### src/rtl/mux_sel_sequencer_if.sv
// Control and select bundle between a camera-stream host and mux_sel_sequencer.
// The host (master) sets mode/request/mask and frame timing; the sequencer (slave) returns the select.
interface mux_sel_sequencer_if;
    logic       mode;
    logic [1:0] req_sel;
    logic [3:0] enable_mask;
    logic       frame_start;
    logic [1:0] sel;
    logic       sel_valid;
    logic       switch_pulse;

    modport master (
        output mode, req_sel, enable_mask, frame_start,
        input  sel, sel_valid, switch_pulse
    );

    modport slave (
        input  mode, req_sel, enable_mask, frame_start,
        output sel, sel_valid, switch_pulse
    );
endinterface

### src/rtl/mux_sel_sequencer.sv
// Frame-aligned 2-bit select generator for a 4:1 camera-stream mux.
// The source is chosen manually or by round-robin scan, and it only moves on frame_start.
module mux_sel_sequencer #(
    parameter int FRAME_HOLD = 1,
    parameter int CNT_W      = 8
) (
    input  logic                  clk,
    input  logic                  rst_n,
    mux_sel_sequencer_if.slave    bus
);

    typedef enum logic [1:0] {IDLE, SWITCH, HOLD} state_t;

    localparam logic [CNT_W-1:0] HOLD_LAST = CNT_W'(FRAME_HOLD - 1);

    state_t           state_q, state_d;
    logic [1:0]       sel_q, sel_d;
    logic [CNT_W-1:0] hold_cnt_q, hold_cnt_d;

    logic       mask_any;
    logic       cur_enabled;
    logic       req_enabled;
    logic [1:0] lowest_idx;
    logic [1:0] next_idx;
    logic       sel_valid_d;
    logic       switch_pulse_d;

    function automatic logic [1:0] lowest_enabled(input logic [3:0] mask);
        logic [1:0] res;
        res = 2'd0;
        for (int k = 3; k >= 0; k--) begin
            if (mask[k]) res = 2'(k);
        end
        return res;
    endfunction

    // Walk from the farthest offset inward so the nearest enabled index after cur wins.
    function automatic logic [1:0] next_enabled(input logic [1:0] cur, input logic [3:0] mask);
        logic [1:0] res;
        logic [1:0] idx;
        res = cur;
        for (int k = 3; k >= 1; k--) begin
            idx = cur + 2'(k);
            if (mask[idx]) res = idx;
        end
        return res;
    endfunction

    assign mask_any    = |bus.enable_mask;
    assign cur_enabled = bus.enable_mask[sel_q];
    assign req_enabled = bus.enable_mask[bus.req_sel];
    assign lowest_idx  = lowest_enabled(bus.enable_mask);
    assign next_idx    = next_enabled(sel_q, bus.enable_mask);

    // State register
    always_ff @(posedge clk or negedge rst_n) begin
        if (!rst_n) begin
            state_q    <= IDLE;
            sel_q      <= 2'd0;
            hold_cnt_q <= '0;
        end else begin
            state_q    <= state_d;
            sel_q      <= sel_d;
            hold_cnt_q <= hold_cnt_d;
        end
    end

    // Next-state logic
    always_comb begin
        state_d    = state_q;
        sel_d      = sel_q;
        hold_cnt_d = hold_cnt_q;
        if (!mask_any) begin
            // An empty mask overrides everything, including a coincident frame_start.
            state_d = IDLE;
        end else begin
            case (state_q)
                IDLE: begin
                    if (bus.frame_start) begin
                        state_d    = SWITCH;
                        sel_d      = (!bus.mode && req_enabled) ? bus.req_sel : lowest_idx;
                        hold_cnt_d = '0;
                    end
                end
                SWITCH: begin
                    state_d    = HOLD;
                    hold_cnt_d = '0;
                end
                HOLD: begin
                    if (bus.frame_start) begin
                        if (!bus.mode) begin
                            if (bus.req_sel != sel_q && req_enabled) begin
                                state_d = SWITCH;
                                sel_d   = bus.req_sel;
                            end else if (!cur_enabled) begin
                                state_d = SWITCH;
                                sel_d   = lowest_idx;
                            end
                        end else if (hold_cnt_q == HOLD_LAST || !cur_enabled) begin
                            hold_cnt_d = '0;
                            if (next_idx != sel_q) begin
                                state_d = SWITCH;
                                sel_d   = next_idx;
                            end
                        end else if (hold_cnt_q < HOLD_LAST) begin
                            hold_cnt_d = hold_cnt_q + CNT_W'(1);
                        end
                    end
                end
                default: state_d = IDLE;
            endcase
        end
    end

    // Output logic; sel_valid follows the mask combinationally so a disabled source drops at once.
    always_comb begin
        sel_valid_d    = 1'b0;
        switch_pulse_d = 1'b0;
        case (state_q)
            SWITCH:  switch_pulse_d = 1'b1;
            HOLD:    sel_valid_d    = cur_enabled;
            default: ;
        endcase
    end

    assign bus.sel          = sel_q;
    assign bus.sel_valid    = sel_valid_d;
    assign bus.switch_pulse = switch_pulse_d;

endmodule
### src/flat_wrapper.sv
// flat-port wrapper written by rule: the top's interface ports become plain ports
module mux_sel_sequencer_flat 
#(
    parameter int FRAME_HOLD = 1,
    parameter int CNT_W      = 8
)
  (clk, rst_n, bus_mode, bus_req_sel, bus_enable_mask, bus_frame_start, bus_sel, bus_sel_valid, bus_switch_pulse);
  mux_sel_sequencer_if bus_i ();
  input  logic clk;
  input  logic rst_n;
  input wire logic [$bits(bus_i.mode)-1:0] bus_mode;
  input wire logic [$bits(bus_i.req_sel)-1:0] bus_req_sel;
  input wire logic [$bits(bus_i.enable_mask)-1:0] bus_enable_mask;
  input wire logic [$bits(bus_i.frame_start)-1:0] bus_frame_start;
  output wire logic [$bits(bus_i.sel)-1:0] bus_sel;
  output wire logic [$bits(bus_i.sel_valid)-1:0] bus_sel_valid;
  output wire logic [$bits(bus_i.switch_pulse)-1:0] bus_switch_pulse;
  assign bus_i.mode = bus_mode;
  assign bus_i.req_sel = bus_req_sel;
  assign bus_i.enable_mask = bus_enable_mask;
  assign bus_i.frame_start = bus_frame_start;
  assign bus_sel = bus_i.sel;
  assign bus_sel_valid = bus_i.sel_valid;
  assign bus_switch_pulse = bus_i.switch_pulse;
  mux_sel_sequencer #(.FRAME_HOLD(FRAME_HOLD), .CNT_W(CNT_W)) u_core (.clk(clk), .rst_n(rst_n), .bus(bus_i));
endmodule
### config.mk
export PLATFORM = sky130hd
export DESIGN_NAME = mux_sel_sequencer_flat
export DESIGN_NICKNAME = d
export VERILOG_FILES = /design/src/rtl/mux_sel_sequencer_if.sv /design/src/rtl/mux_sel_sequencer.sv /design/src/flat_wrapper.sv
export SDC_FILE = /design/constraint.sdc
export NUM_CORES = 1
export LEC_CHECK = 0
export BUFFER_PORTS_ARGS = -buffer_cell sky130_fd_sc_hd__buf_4
export CORE_UTILIZATION = 47
export DETAILED_ROUTE_END_ITERATION = 10
export HOLD_SLACK_MARGIN = 0.05
export PLACE_DENSITY = 0.81
export REMOVE_ABC_BUFFERS = 1
export SYNTH_ARGS = -nofsm -noshare
export SYNTH_HDL_FRONTEND = slang
export SYNTH_SLANG_ARGS = --single-unit
export TNS_END_PERCENT = 10
### constraint.sdc
create_clock -name clk -period 1.7 [get_ports clk]
set_input_delay 0.085 -clock clk [delete_from_list [all_inputs] [get_ports clk]]
set_output_delay 0.085 -clock clk [all_outputs]
set_load 0.1 [all_outputs]
==> run summary <==
Post-synth ARST share - 1.00
Hold_sp - bus_frame_start
Layout Skew - 0.0112 ns
I/O pin total - 14
Least-Margin Pin Slew - 0.335 ns
Synth Register Bits - 4
# DRC - 0
TritonCTS clock tree - yes
R2R Setup Slk - -0.18 ns
Netlist cell types - 36
Layout cell share with drive strength beyond 1 - 0.561
Vias in the first global route - 662
Port-buffer cells - 13
Setup CP Type - flip-flop to flip-flop
Drt wl/cell - 15.5 um
Area delta synth->final - 51.7%
RSZ-0062 raised after global routing - true
CP Cell Sequence - buf_6, nand2b_4, a211oi_2, a221oi_4, nor4_4, nor4_4, mux2_4
Root Buffer - clkbuf_4
Synth top area share - 0.148
Largest net degree at the start of global routing - 11
Period utilization - 1.10
H-tree depth - 1
Status - complete, but fails checks
Rows - 13
Die X - 40.0 um
Routability congestion estimate - 0.839
Global Route Usage Sum - 0.289
CP Max Fanout - 4
Congestion Overflow GR - 0
Maximum clock frequency - 532 MHz
Number of diodes - 0
Max Buffers Root-to-Sink - 2
Mapped Cells - 81
Worst hold path endpoint - u_core.state_q[0]
Crit. End Element - flip-flop
Detail Route Antenna Nets - 0
Core box area - 1320 sq um
Global-route wire length before repair - 3.06 mm
Final slew viol count - 0
Min cycle time layout - 1.88 ns
PwrDens - 1650 nW/um^2
Die area - 1600 sq um
Worst Hold Path Cells - 3
Crit start category - flip-flop
Vias - 743
Final hold viol count - 0
Critical R2R Capture - u_core.bus.sel[1]
Die Ht - 40.0 um
Post-detail-place hpwl - 1.25 mm
Num CTS Buffers - 3
Leak - 0.440 nW
Initial Utilization - 0.515
WL final - 2.00 mm
Synth area leaders - dfrtp_1, buf_6, nor4_4
Clock transition at path regs - 0.05 ns
Peak supply drop - 0.00138 V
Crit path arrival time - 2.01 ns
CP most frequent cell - nor4_4
Critical path data required time - 1.83 ns
Total power - 1.70 mW
Setup violations, final - 3
Crit-path max cell delay - 0.43 ns
Clock sink count - 4
Sequential fraction of the synthesis area - 0.148
Final core utilization - 0.781
Area leader, netlist - dfrtp_1
Critical path's slowest cell - dfrtp_2
R2R depth - 7
Failing checks - negative setup slack
Layout net count - 126
Mapped Area - 678 sq um
Initial antenna violation count - 0
Worst hold path type - input port to flip-flop
Worst skew pair latency - 0.25 ns
YS warnings - 0
Most used DFF post-synth - dfrtp_1
Worst reg2reg startpoint - u_core.bus.sel[1]
Starting DRT DRC Count - 31
Max-cap violations - 0
Pre-Repair DR Iteration Count - 4
Vias/cell - 5.76
Worst slew margin - 0.775
Syn avg cell area - 8.37 sq um
Number of synthesized flops with an enable pin - 0
Setup slack after layout - -0.178 ns
## kinds of logic after synthesis
family / Yosys count / share of synthesized area
flops: 4 / 0.148
simple gates: 32 / 0.317
mux: 6 / 0.103
xor+xnor: 2 / 0.0258
compound gates: 28 / 0.284
buf+inv: 9 / 0.122
## final cells by class
class                      instances  area, sq um
multi-input combinational         68          577
timing repair buffer              36          297
fill                              87          289
sequential                         4          103
clock buffer                       3         22.5
tap                               15         18.8
inverter                           3         11.3
## critical path: cells and delay by family, from the launching register on
| family | cells | cell delay (ns) |
|---|---|---|
| simple gates | 3 | 0.54 |
| compound gates | 2 | 0.33 |
| buf+inv | 1 | 0.14 |
| flops | 1 | 0.43 |
| mux | 1 | 0.33 |
## routing by layer
layer,up-vias,track usage,wire length [um]
met3,6,0.0722,127
met4,0,0.0776,58
met2,38,0.456,926
met5,-,0,0
li1,365,-,-
met1,334,0.386,882
## layout by cell type, fill, tap and decap left out, types with 3 or more instances in the layout
cell type and count:
nand2_1 4, clkbuf_4 3, o21ai_0 5, a21oi_1 7
mux2i_1 3, nand2b_1 4, a211oi_2 3, buf_6 3
buf_4 31, nor2_1 5
## sequential cells by signal, summed over array words and instances, names as in the netlist
| name | cells |
|---|---|
| u_core.bus.sel | 2 |
| u_core.state_q | 2 |
## power breakdown
group / switching, mW / total (mW) / internal, mW
Clock: 0.0464 / 0.126 / 0.0795
Sequential: 0.0717 / 0.213 / 0.141
Combinational: 0.761 / 1.36 / 0.601
Total: 0.879 / 1.70 / 0.821
## synth_stat cells, types with 3 or more instances
cell type,n
a211oi_1,4
nor3_1,3
dfrtp_1,4
buf_6,5
o21ai_0,6
a21oi_1,7
mux2i_1,4
nand2b_1,5
nand2_1,4
nor2_1,5
## what timing repair did
| item | CTS | global route |
|---|---|---|
| setup buffers | 5 | 0 |
| endpoints found under the hold margin | 4 | 0 |
| pin swaps | 7 | 1 |
| hold buffers | 1 | 0 |
| gates resized for setup | 21 | 3 |
| setup endpoints to repair | 4 | 4 |
## worst max path at each step
| stage | cells after the start | from | end |
|---|---|---|---|
| floorplan | 5 | u_core.bus.sel[1] | u_core.bus.sel[1] |
| global placement | 5 | u_core.bus.sel[1] | u_core.bus.sel[1] |
| detailed placement | 6 | u_core.bus.sel[0] | u_core.bus.sel[1] |
| CTS | 6 | u_core.bus.sel[1] | u_core.bus.sel[1] |
| global route | 8 | u_core.bus.sel[1] | u_core.bus.sel[0] |
| finish | 7 | u_core.bus.sel[1] | u_core.bus.sel[1] |
## per-stage QoR
stage / cell area, sq um / std cells / hold slack, ns / setup TNS (ns) / worst slack [ns]
after floorplan: 607 / 75 / -0.211 / -13.96 / -3.11
after global placement: 851 / 120 / -0.119 / -0.307 / -0.187
after detailed placement: 851 / 120 / -0.117 / -0.395 / -0.216
after CTS: 1010 / 129 / 0.142 / -0.256 / -0.116
after global routing: 1030 / 129 / 0.161 / -0.759 / -0.256
final: 1030 / 129 / 0.164 / -0.419 / -0.178
Power figures use the tool's default switching activity.
